--- src/rtl/convo_tile_sequencer.sv ---
// Sequencer for the XNOR/popcount conv unit: holds kernel weights, feeds
// tiles, captures 4-bit results and packs them into 16-bit output words.
//
// Parameters : SETTLE_CYCLES (1..15) cycles math_sel is held before capture,
//              PACK (1..4) result nibbles per output word
// Ports      : clk, rst (sync, active-high)
//              w_load, w_data[8:0]            kernel load (honoured in IDLE)
//              tile_valid/ready/data/last      input tile stream
//              math_w, math_i, math_sel        drive to math unit
//              math_result                     math unit output ([3:0] used)
//              out_valid/ready/data/count/last packed output stream
//              busy                            high outside IDLE
// Option     : CONVO_CTRL_STATS_EN adds stat_tiles / stat_words counters.
module convo_tile_sequencer #(
  parameter int SETTLE_CYCLES = 1,
  parameter int PACK          = 4
) (
  input  logic        clk,
  input  logic        rst,
  input  logic        w_load,
  input  logic [8:0]  w_data,
  input  logic        tile_valid,
  output logic        tile_ready,
  input  logic [15:0] tile_data,
  input  logic        tile_last,
  output logic [15:0] math_w,
  output logic [15:0] math_i,
  output logic        math_sel,
  input  logic [15:0] math_result,
  output logic        out_valid,
  input  logic        out_ready,
  output logic [15:0] out_data,
  output logic [2:0]  out_count,
  output logic        out_last,
  output logic        busy
`ifdef CONVO_CTRL_STATS_EN
  ,
  output logic [15:0] stat_tiles,
  output logic [15:0] stat_words
`endif
);

  typedef enum logic [1:0] {
    S_IDLE,
    S_DRIVE,
    S_CAPTURE,
    S_EMIT
  } state_t;

  localparam logic [3:0] SETTLE_LAST = 4'(SETTLE_CYCLES - 1);
  localparam logic [2:0] PACK_N      = 3'(PACK);

  state_t      r_state;
  state_t      w_next;
  logic [8:0]  r_weight;
  logic        r_w_valid;
  logic [15:0] r_math_i;
  logic        r_last;
  logic [3:0]  r_cnt;
  logic [15:0] r_pack;
  logic [2:0]  r_idx;
  logic [2:0]  w_idx_inc;
  logic        w_tile_hs;
  logic        w_out_hs;
  logic        w_unused_hi;

  // Only the low nibble of the math unit result carries data.
  assign w_unused_hi = ^math_result[15:4];

  assign w_idx_inc = r_idx + 3'd1;
  assign w_tile_hs = (r_state == S_IDLE) && tile_valid && r_w_valid;
  assign w_out_hs  = (r_state == S_EMIT) && out_ready;

  always_ff @(posedge clk) begin
    if (rst) r_state <= S_IDLE;
    else     r_state <= w_next;
  end

  always_comb begin
    w_next     = r_state;
    tile_ready = 1'b0;
    math_sel   = 1'b0;
    out_valid  = 1'b0;
    unique case (r_state)
      S_IDLE: begin
        tile_ready = r_w_valid;
        if (w_tile_hs) w_next = S_DRIVE;
      end
      S_DRIVE: begin
        math_sel = 1'b1;
        if (r_cnt == SETTLE_LAST) w_next = S_CAPTURE;
      end
      S_CAPTURE: begin
        math_sel = 1'b1;
        if (w_idx_inc == PACK_N || r_last) w_next = S_EMIT;
        else                               w_next = S_IDLE;
      end
      S_EMIT: begin
        out_valid = 1'b1;
        if (out_ready) w_next = S_IDLE;
      end
      default: w_next = S_IDLE;
    endcase
  end

  always_ff @(posedge clk) begin
    if (rst) begin
      r_weight  <= '0;
      r_w_valid <= 1'b0;
      r_math_i  <= '0;
      r_last    <= 1'b0;
      r_cnt     <= '0;
      r_pack    <= '0;
      r_idx     <= '0;
    end else begin
      // A load in the same cycle as a tile accept takes effect before
      // DRIVE, so that tile is computed with the new kernel.
      if (r_state == S_IDLE && w_load) begin
        r_weight  <= w_data;
        r_w_valid <= 1'b1;
      end
      if (w_tile_hs) begin
        r_math_i <= tile_data;
        r_last   <= tile_last;
      end
      if (r_state == S_DRIVE) r_cnt <= r_cnt + 4'd1;
      else                    r_cnt <= '0;
      if (r_state == S_CAPTURE) begin
        r_pack[{r_idx[1:0], 2'b00} +: 4] <= math_result[3:0];
        r_idx <= w_idx_inc;
      end
      if (w_out_hs) begin
        r_pack <= '0;
        r_idx  <= '0;
        r_last <= 1'b0;
      end
    end
  end

  assign math_w    = {7'b0, r_weight};
  assign math_i    = r_math_i;
  assign out_data  = r_pack;
  assign out_count = r_idx;
  assign out_last  = r_last;
  assign busy      = (r_state != S_IDLE);

`ifdef CONVO_CTRL_STATS_EN
  logic [15:0] r_st_tiles;
  logic [15:0] r_st_words;

  always_ff @(posedge clk) begin
    if (rst) begin
      r_st_tiles <= '0;
      r_st_words <= '0;
    end else begin
      if (w_tile_hs && r_st_tiles != 16'hFFFF)
        r_st_tiles <= r_st_tiles + 16'd1;
      if (w_out_hs && r_st_words != 16'hFFFF)
        r_st_words <= r_st_words + 16'd1;
    end
  end

  assign stat_tiles = r_st_tiles;
  assign stat_words = r_st_words;
`endif

endmodule

--- config.mk ---
export PLATFORM = sky130hd
export DESIGN_NAME = convo_tile_sequencer
export DESIGN_NICKNAME = d
export VERILOG_FILES = /design/src/rtl/convo_tile_sequencer.sv
export SDC_FILE = /design/constraint.sdc
export NUM_CORES = 1
export LEC_CHECK = 0
export BUFFER_PORTS_ARGS = -buffer_cell sky130_fd_sc_hd__buf_2
export CAP_MARGIN = 20
export CORE_MARGIN = 2
export CORE_UTILIZATION = 25
export CTS_BUF_LIST = sky130_fd_sc_hd__clkbuf_2 sky130_fd_sc_hd__clkbuf_4 sky130_fd_sc_hd__clkbuf_8
export DETAILED_ROUTE_END_ITERATION = 6
export PLACE_DENSITY = 0.45
export REMOVE_ABC_BUFFERS = 1
export SETUP_SLACK_MARGIN = 0.02
export SYNTH_ARGS = -nofsm -noshare
export SYNTH_HDL_FRONTEND = slang
export SYNTH_SLANG_ARGS = --single-unit
--- constraint.sdc ---
create_clock -name clk -period 1.9 [get_ports clk]
set_input_delay 0.38 -clock clk [delete_from_list [all_inputs] [get_ports clk]]
set_output_delay 0.38 -clock clk [all_outputs]
set_load 0.1 [all_outputs]
# Yosys cells after proc, flatten, opt, wreduce, memory -nomap -nowiden

Index checks and enable logic that the tools add are counted.

Flip-flop bits (word level): 52
Bits in latches: 0
RAM bits: 0
ROM bits: 0
Bits of input ports: 47
Output and inout port bits: 56
Word-level logic and storage cells: 42
Memories kept: 0

$add $sub $neg: 3
Multiply operators: 0
Div/mod/pow operators: 0
Magnitude comparators: 0
Equality and inequality tests: 7
Shift operators: 2
Multiplexer cells: 9
Bitwise operators: 1
Reductions and logical operators: 12

Operator list:

| cell                                                  | number |
|---|---|
| bitwise mux 16 bit                                    | 1 |
| variable shift 4 x 6 -> 16 bit (first input constant) | 1 |
| variable part select 4 x 6 -> 16 bit                  | 1 |
| two-way mux 2 bit                                     | 4 |
| case mux 2 bit (4 select lines)                       | 1 |
| != test 2 bit (second input constant)                 | 3 |
| negator 4 -> 6 bit                                    | 1 |
| OR reduction 2 bit                                    | 3 |
| adder 4 x 1 -> 4 bit (second input constant)          | 1 |
| == test 2 bit (second input constant)                 | 2 |
| logical AND 1 bit                                     | 4 |
| zero test 4 bit                                       | 1 |
| adder 3 x 1 -> 3 bit (second input constant)          | 1 |
| == test 3 bit (second input constant)                 | 1 |
| two-way mux 1 bit                                     | 3 |
| AND reduction 3 bit                                   | 1 |
| == test 2 x 1 -> 1 bit (second input constant)        | 1 |
| zero test 2 bit                                       | 1 |
| nonzero test 2 bit                                    | 1 |
| logical OR 1 bit                                      | 1 |
| NOT 1 bit                                             | 1 |

# Logic depth before layout (Yosys ltp)

Gate-level depths: netlist (run 1).

Depth in word-level cells: 5
Gate-level depth with buffers: 7

# Worst setup path after synthesis (run 1)

No wires, ideal clock.

Kind: register to register
Start point: reg r_idx[0] (netlist: out_count[0])
End point: reg r_pack[0] (netlist: out_data[0])
Setup time: 68 ps
Arrival: 2344 ps
Data required time: 1832 ps
Slack: -512 ps
Stages on the path, launching flop included: 6
Path buffers: 0
Period minus slack after synthesis: 2412 ps
Cell sequence: dfxtp_1 inv_1 ha_1 nor4b_1 a22oi_1 nor2_1

Longest elaborated chain between the ends: 3
Elaborated cells on any way between the ends: 4
Classes of those cells: add/sub (1); shift (2); mux (1)

RTL lines:

| what                                                                                   | line | text |
|---|---|---|
| from (decl)                                                                            | 61   | `logic [2:0] r_idx;` |
| from (signal assigned)                                                                 | 130  | `r_idx <= w_idx_inc;` |
| negator 4 -> 6 bit (*)                                                                 | 129  | `r_pack[{r_idx[1:0], 2'b00} +: 4] <= math_result[3:0];` |
| variable part select 4 x 6 -> 16 bit or variable shift 4 x 6 -> 16 bit (tied branches) | 129  |  |
| bitwise mux 16 bit (*)                                                                 | 129  |  |
| to (signal, indexed assignment)                                                        | 129  |  |
| to (decl)                                                                              | 60   | `logic [15:0] r_pack;` |

Every way passes the cells marked *; elsewhere a longest branch is shown, timed or not.
A chain may end at the register's enable or synchronous reset.

# Final worst setup path (run 1)

Start point: reg r_state[1]
End point: out tile_ready

Longest elaborated chain between the ends: 2

RTL lines:

| what                   | line | text |
|---|---|---|
| from (decl)            | 53   | `state_t r_state;` |
| from (signal assigned) | 76   | `else r_state <= w_next;` |
| zero test 2 bit        | 84   | `unique case (r_state)` |
| two-way mux 1 bit      | 84   |  |
| to (decl)              | 23   | `output logic tile_ready,` |

Every way passes these cells.

==> flow_summary.toml, run 1 <==
[yosys]
synth_edf_count = 0
seq_area_frac_synth = 0.4935
synth_compound_area_frac = 0.1406
synth-simple-area-share = 0.2005
muxShareOfSynthArea = 0.004745
syn_inst = 247
yosys.area.top_type = "dfxtp_1"
synthXorXnorAreaFrac = 0.02076
synthFlopType = "dfxtp_1"
ys_top_cells_by_count = "61 x nand2_1, 52 x dfxtp_1, 27 x a21oi_1, 27 x nor2_1, 16 x a22oi_1"
yosys-top-cells-area = "dfxtp_1 49%, nand2_1 11%, ha_1 7.7%"
yosys.area_share.adder = 0.07711
postSynthAreaPerCell_um2 = 8.541
synth_cell_type_count = 29
ys.warnings.count = 0
yosys.area.top_type_share = 0.4935
synth_async_sr_flop_share = 0
netlist_area_um2 = 2110
ys_ff_latch = 52
synth_top_family_by_area = "simple AND/OR/NAND/NOR gates"
synth.most_common_cell = "nand2_1"

[worst_hold_path]
hold_depth = 3
min_path_type = "in -> reg"

[timing]
drv_slew = 0
setup_ws_ps = 129.4
worst_pin_slew_ps = 518.7
finalSetupViolCount = 0
fin_worst_skew_ps = 4.268
fin_setup_tns_ps = 0
period_needed_ps = 1771
slew_headroom = 0.6542
min_period_over_period = 0.9319
rsz0062_at_grt = "no"
hold_violations = 0
max_clock_freq_ghz = 0.5648

[clocking]
cts-root-buf = "clkbuf_8"
clk_pin_slew_worst_paths_ps = 90
ctsHoldBuffers = 0
cts_tree = "built"
clock_latency_ps = 290
cts_made_buffers = 5
cts_htree_levels = 2
cts_sinks = 52
cts_buffer_depth = 2

[placement]
gp_congestion = 0.7140
io_buffers = 83
pre_cts_slack_ps = 228.4
dp_hpwl_um = 3862

[power]
p_switching_mw = 1.747
switching_share = 0.4718
power_density_nw_per_um2 = 1321
ir_drop_v = 0.0008061
seqPwrFrac = 0.342
p_comb_frac = 0.475
p_int_mw = 1.956
power_leakage_nw = 1.302
pwr-share-clk = 0.183

[finish]
drive_gt1_frac = 0.2943
insertedDiodeCount = 0
nets = 393
fillCellCount = 864
area_growth_syn_to_layout_pct = 32.86

[detailed_routing]
wl_um = 5226
vias = 1896
final_antenna_net_count = 0
drc = 0
wl_per_cell_um = 11.93
vias_per_cell = 4.329
drt_iter0_markers = 50
first_pass_iters = 4

[floorplanning]
die_w_um = 95.86
die_area_um2 = 9189
core_area_um2 = 8217
die_height_um = 95.86
initial_core_util = 0.2567
pin_count = 103
rows = 33

[worst_setup_path]
critPathMaxFanout = 6
worstSetupPathType = "reg -> out"
startpoint_type = "register"
reg2regPathDepth = 6
crit_required_ps = 1520
worstPathArrival_ps = 1390
crit_path_end_kind = "output port"

[global_route]
grt_max_degree = 21
grt_use_total = 0.1163
grt_overflow = 0
grt_pass1_wl_um = 8383
grt_pass1_vias = 1763
antenna_found_initial = 0

[status]
status = "finished clean"

[job]
cap_violations = 0
## cell usage in the layout, fill, tap and decap left out, drive strengths merged, types with 3 or more instances in the layout
cell,n
a21oi,27
a22oi,16
buf,90
clkbuf,7
conb,7
dfxtp,52
ha,13
inv,9
nand2,61
nor2,27
xor2,3
## worst max-delay path: stages (launching register included)
cell,delay [ps]
dfxtp_1,390
inv_1,130
ha_4,200
and2_1,190
buf_12,170
## logic make-up after synthesis
family / after synthesis
mux: 1
other cells: 1
buf+inv: 26
fa+ha+maj: 13
xor+xnor: 5
flops: 52
compound gates: 48
simple gates: 101
## repair_timing
| item | CTS | global route |
|---|---|---|
| resized for setup | 0 | 2 |
| setup endpoints to repair | 0 | 1 |
| buffers inserted | 0 | 0 |
## metrics by stage
step / instance area [µm²] / hold WS (ps) / util / std cells / power [mW]
detailed placement: 2694 / 443.0 / 0.3279 / 431 / 3.035
global route: 2803 / 305.4 / 0.3411 / 438 / 3.912
finish: 2803 / 312.4 / 0.3411 / 438 / 3.703
CTS: 2790 / 299.0 / 0.3396 / 438 / 3.729
global placement: 2694 / 438.1 / 0.3279 / 431 / 3.036
floorplan: 2037 / 429.7 / - / 236 / 2.592
## power by group through the flow
| stage | registers [mW] | clock network (mW) | logic (mW) |
|---|---|---|---|
| after detailed placement | 1.29 | 0 | 1.74 |
| after global placement | 1.29 | 0 | 1.75 |
| after floorplan | 1.91 | 0 | 0.685 |
| after global routing | 1.28 | 0.758 | 1.87 |
| final | 1.27 | 0.678 | 1.76 |
| after CTS | 1.27 | 0.714 | 1.75 |
## per-layer routing
layer / vias to the layer above / track usage / part of all wire
met5: - / 0 / 0
met4: 0 / 0.02857 / 0.0042
met3: 2 / 0.05325 / 0.10
met2: 62 / 0.1812 / 0.44
met1: 858 / 0.1463 / 0.45
li1: 974 / - / -
## worst paths after layout
kind                                           startpoint                        to  slack (ps)
worst max-delay path              r_state[1]$_SDFFE_PP0P_                tile_ready         130
worst min-delay path                         tile_data[4]    math_i[4]$_SDFFE_PP0P_         310
worst max register to register  out_count[1]$_SDFFE_PP0P_  out_data[5]$_SDFFE_PP0P_         250
worst min register to register     math_i[0]$_SDFFE_PP0P_    math_i[0]$_SDFFE_PP0P_         450
## sequential cells by signal, indices dropped and copies added (netlist names)
| register | flops |
|---|---|
| out_last | 1 |
| r_weight | 9 |
| r_state | 2 |
| r_cnt | 4 |
| out_count | 3 |
| out_data | 16 |
| math_i | 16 |
| r_w_valid | 1 |
## layout make-up
| type | count | area [µm²] | share of cell area |
|---|---|---|---|
| Inverter | 9 | 33.78 | 0.01205 |
| Clock buffer | 7 | 96.34 | 0.03437 |
| Multi-Input combinational cell | 175 | 974.7 | 0.3478 |
| Tap cell | 105 | 131.4 | 0.04687 |
| Sequential cell | 52 | 1041 | 0.3714 |
| Timing Repair Buffer | 90 | 525.5 | 0.1875 |
No activity file was read; power rests on OpenSTA's default activity.
==> run 2: changes to the inputs <==
Settings changed: ABC_AREA set to 1, CTS_CLUSTER_DIAMETER set to 80, PLACE_DENSITY 0.45 to 0.43.
==> flow_summary.toml, run 2 <==
[timing]
rsz0062_at_grt = "no"
finalSetupViolCount = 0
holdWs_ps = 322.6
hold_violations = 0
drv_slew = 0
period_needed_ps = 1742
fin_worst_skew_ps = 8.429
max_clock_freq_ghz = 0.5741
min_period_over_period = 0.9168

[worst_setup_path]
r2r-start = "out_count[1]$_SDFFE_PP0P_"
critPathTopFamily = "buffers and inverters"
slowest_delay_ps = 350
critPathSlowestCell = "dfxtp_1"
worstPathArrival_ps = 1360
worstSetupPathType = "reg -> out"
path_cells = "inv_2, ha_2, nand2_2, inv_4, buf_12"
critPathMaxFanout = 7
crit_required_ps = 1520
critical_path.startpoint = "r_state[1]$_SDFFE_PP0P_"
startpoint_type = "register"
path_buf_inv = 3
crit_path_end_kind = "output port"

[power]
ir_drop_v = 0.0004935
power_density_nw_per_um2 = 1384
finalPower_mw = 4.211
power_leakage_nw = 1.374

[placement]
io_buffers = 83
place_inst = 498
gp_congestion = 0.7299
dp_hpwl_um = 4283

[finish]
drive_gt1_frac = 0.3528
fillCellCount = 1028
layout.cells.non_filler = 506
layout_common_cells = "80 x buf_2, 64 x nand2_1, 52 x dfxtp_1"
final_common_cell = "buf_2"
nets = 436
insertedDiodeCount = 0
area_growth_syn_to_layout_pct = 26.47
finish.utilization = 0.3278

[yosys]
yosys.area.top_type_share = 0.4327
synth_cell_type_count = 28
synth.most_common_cell = "nand2_1"
synthFlopType = "dfxtp_1"
ys_top_cells_by_count = "64 x nand2_1, 52 x dfxtp_1, 31 x a21oi_1, 31 x nor2_1, 15 x nand3_1"
yosys-top-cells-area = "dfxtp_1 43%, nand2_1 10%, ha_1 6.8%"
ys_ff_latch = 52
syn_inst = 293
synth_edf_count = 0
postSynthAreaPerCell_um2 = 8.212
seq_area_frac_synth = 0.4327
synth_async_sr_flop_share = 0
netlist_area_um2 = 2406
yosys.area.top_type = "dfxtp_1"
ys.warnings.count = 0

[worst_hold_path]
min_path_type = "in -> reg"
hp-start = "w_data[1]"

[detailed_routing]
drc = 0
wl_um = 5667
vias_per_cell = 4.111
vias = 2080
first_pass_iters = 4
wl_per_cell_um = 11.20
drt_iter0_markers = 44
final_antenna_net_count = 0

[clocking]
cts_buffer_depth = 2
clk_pin_slew_worst_paths_ps = 100
clock_latency_ps = 300
cts_made_buffers = 5
cts_htree_levels = 2
cts_tree = "built"
ctsHoldBuffers = 0
cts-root-buf = "clkbuf_8"
cts_sinks = 52

[global_route]
grt_use_total = 0.1076
grt_pass1_wl_um = 8894
antenna_found_initial = 0
grt_max_degree = 18
grt_overflow = 0
grt_pass1_vias = 1903

[job]
cap_violations = 0

[floorplanning]
die_height_um = 102.1
rows = 35
initial_core_util = 0.2592
die_area_um2 = 10430
core_area_um2 = 9284
pin_count = 103
die_w_um = 102.1

[status]
status = "finished clean"
[run 2: cell types whose count changed after synthesis, moves of 5 or more]
cell,change
buf_6,+5
inv_2,+7
clkbuf_1,-7
a21oi_2,+6
nand3_2,+9
nand3_1,+13
o21ai_0,+13
a22oi_1,-16
[run 2: power by group]
group	switching, mW	internal, mW	leakage, nW
clock	0.376	0.391	0.0541
combinational	1.68	0.461	0.897
sequential	0.0803	1.22	0.423
[run 2: worst min-delay path, delay by kind of cell]
| family | cells | cell delay [ps] |
|---|---|---|
| and+or+nand+nor | 1 | 80 |
| buffers and inverters | 1 | 70 |
| AOI/OAI and AO/OA | 1 | 70 |
[run 2: stage by stage]
stage	TNS [ps]	instance area [µm²]	worst slack, ps
after global placement	0	2929	289.5
after detailed placement	0	2929	279.4
final	0	3043	158.1
after floorplan	-5363	2277	-395.3
after global routing	0	3043	50.07
after CTS	0	3040	52.40
[run 2: layout make-up]
| type | count | area, µm² | share of cell area |
|---|---|---|---|
| multi-input combinational | 209 | 1157 | 0.3803 |
| sequential | 52 | 1041 | 0.3421 |
| timing repair buffer | 87 | 490.5 | 0.1612 |
| tap | 129 | 161.4 | 0.05304 |
| inverter | 21 | 81.33 | 0.02673 |
| clock buffer | 5 | 68.82 | 0.02262 |
| clock inverter | 3 | 42.54 | 0.01398 |
[run 2: worst paths after layout]
| path | endpoint | slack [ps] | depth (start not counted) |
|---|---|---|---|
| worst min-delay path | r_weight[1]$_SDFFE_PP0P_ | 320 | 3 |
| worst max-delay path | tile_ready | 160 | 5 |
| worst min register to register | math_i[8]$_SDFFE_PP0P_ | 460 | 2 |
| worst max register to register | out_data[0]$_SDFFE_PP0P_ | 290 | 7 |
[run 2: cells by family (layout without fill, tap and decap cells)]
logic type               after synthesis  count (layout)  share of synthesized area
AND/OR/NAND/NOR                      137             137                     0.2813
AO/OA/AOI/OAI                         51              51                     0.1165
XOR/XNOR                               1               1                   0.003641
other                                  1               7                   0.001559
flip-flops                            52              52                     0.4327
adder cells (fa/ha/maj)               13              13                    0.06760
buffers and inverters                 38             116                    0.09673
[run 2: routing by layer]
metal	track usage	part of all wire	up-vias	wire length [µm]
met5	0	0	-	0
met4	0.02462	0.0060	0	34
met3	0.02668	0.055	5	312
met2	0.1827	0.47	56	2642
met1	0.1382	0.47	920	2678
li1	-	-	1099	-
[run 2: timing repair]
| item | 4_1_cts | 5_1_grt |
|---|---|---|
| buffers inserted | 0 | 0 |
| endpoints found under the setup margin | 0 | 2 |
| hold endpoints to repair | 0 | 0 |
| gates resized for setup | 0 | 3 |
==> run 3: changes to the inputs <==
Settings changed: CORE_UTILIZATION 25 to 45, PLACE_DENSITY 0.43 to 0.72.
Clock period 1.9 ns to 1.7 ns, I/O delays scaled along.
==> flow_summary.toml, run 3 (synthesized netlist as in run 2, its figures left out) <==
[floorplanning]
rows = 26
die_w_um = 77.12
die_area_um2 = 5947
die_height_um = 77.12
core_area_um2 = 5140
initial_core_util = 0.4681
pin_count = 103

[power]
power_density_nw_per_um2 = 1538
ir_drop_v = 0.0008036
power_leakage_nw = 1.414

[timing]
drv_slew = 0
holdWs_ps = 286.7
rsz0062_at_grt = "no"
period_needed_ps = 1600
max_clock_freq_ghz = 0.6249
fin_worst_skew_ps = 11.21
finalSetupViolCount = 0
hold_violations = 0
min_period_over_period = 0.9413

[detailed_routing]
drc = 0
vias_per_cell = 4.750
final_antenna_net_count = 0
vias = 2166
wl_per_cell_um = 11.26
drt_iter0_markers = 46
wl_um = 5134
first_pass_iters = 4

[finish]
area_growth_syn_to_layout_pct = 26.47
fillCellCount = 487
drive_gt1_frac = 0.3731
layout_common_cells = "79 x buf_2, 64 x nand2_1, 50 x dfxtp_1"
nets = 445
final_common_cell = "buf_2"
fin_area_um2 = 3043
insertedDiodeCount = 0

[global_route]
grt_use_total = 0.1740
grt_max_degree = 18
antenna_found_initial = 0
grt_pass1_wl_um = 8659
grt_pass1_vias = 2040
grt_overflow = 0

[worst_setup_path]
startpoint_type = "register"
critPathMaxFanout = 6
worstSetupPathType = "reg -> out"
critPathTopFamily = "buffers and inverters"
crit_path_end_kind = "output port"
critPathSlowestCell = "buf_2"
crit_required_ps = 1360
path_cells = "buf_4, buf_2"
path_buf_inv = 2
r2r-start = "r_state[0]$_SDFFE_PP0P_"
worstPathArrival_ps = 1260
critical_path.startpoint = "out_count[0]$_SDFFE_PP0P_"
slowest_delay_ps = 440

[clocking]
cts-root-buf = "clkbuf_8"
cts_buffer_depth = 2
cts_htree_levels = 2
clock_latency_ps = 300
clk_pin_slew_worst_paths_ps = 90
cts_sinks = 52
cts_tree = "built"
ctsHoldBuffers = 0
cts_made_buffers = 5

[status]
status = "finished clean"

[worst_hold_path]
min_path_type = "in -> reg"
hp-start = "tile_data[6]"

[placement]
io_buffers = 83
dp_hpwl_um = 3821
gp_congestion = 0.8129
placed_area_um2 = 2893

[job]
cap_violations = 0
-- run 3: metal layers --
layer,vias to the layer above,track usage,wire length (µm)
met5,-,0,0
met4,0,0.05536,72
met3,10,0.04471,361
met2,72,0.2983,2405
met1,970,0.2127,2294
li1,1114,-,-
-- run 3: worst paths after layout --
| kind | endpoint | slack [ps] | cells after the start |
|---|---|---|---|
| max | out_count[0] | 100 | 2 |
| min | math_i[6]$_SDFFE_PP0P_ | 290 | 3 |
| max reg2reg | out_data[4]$_SDFFE_PP0P_ | 230 | 6 |
| min reg2reg | math_i[6]$_SDFFE_PP0P_ | 460 | 2 |
-- run 3: repair_timing --
item / CTS / global route
buffers inserted: 0 / 4
gates resized for setup: 7 / 3
endpoints found under the setup margin: 3 / 1
cloned: 0 / 0
-- run 3: worst reg2reg max path, delay by kind of cell, from the launching register on --
family                     cells  cell delay (ps)
adders and majority gates      1              360
AOI/OAI and AO/OA              1              130
and+or+nand+nor                3              450
buffers and inverters          1              100
DFF                            1              370
-- run 3: area by class of cell --
type | count | area [µm²] | area share
Clock inverter | 1 | 7.507 | 0.002467
Sequential cell | 52 | 1046 | 0.3437
Inverter | 21 | 83.83 | 0.02755
Timing Repair Buffer | 96 | 560.5 | 0.1842
Multi-Input combinational cell | 209 | 1167 | 0.3836
Clock buffer | 7 | 90.09 | 0.02961
Tap cell | 70 | 87.58 | 0.02878
-- run 3: metrics by stage --
stage                     total power [mW]  setup WS (ps)  cells    util  setup TNS [ps]
after global routing                 4.937          57.28    456  0.5920               0
after floorplan                      3.339         -595.3    282       -           -9509
after CTS                            4.680          45.28    452  0.5854               0
after detailed placement             3.888          228.2    444  0.5628               0
after global placement               3.862          228.6    444  0.5628               0
final                                4.681          99.83    456  0.5920               0
-- run 3: report_power, final --
group	switching, mW	internal, mW	total [mW]
Combinational	1.88	0.597	2.48
Clock	0.389	0.347	0.737
Sequential	0.0873	1.37	1.46
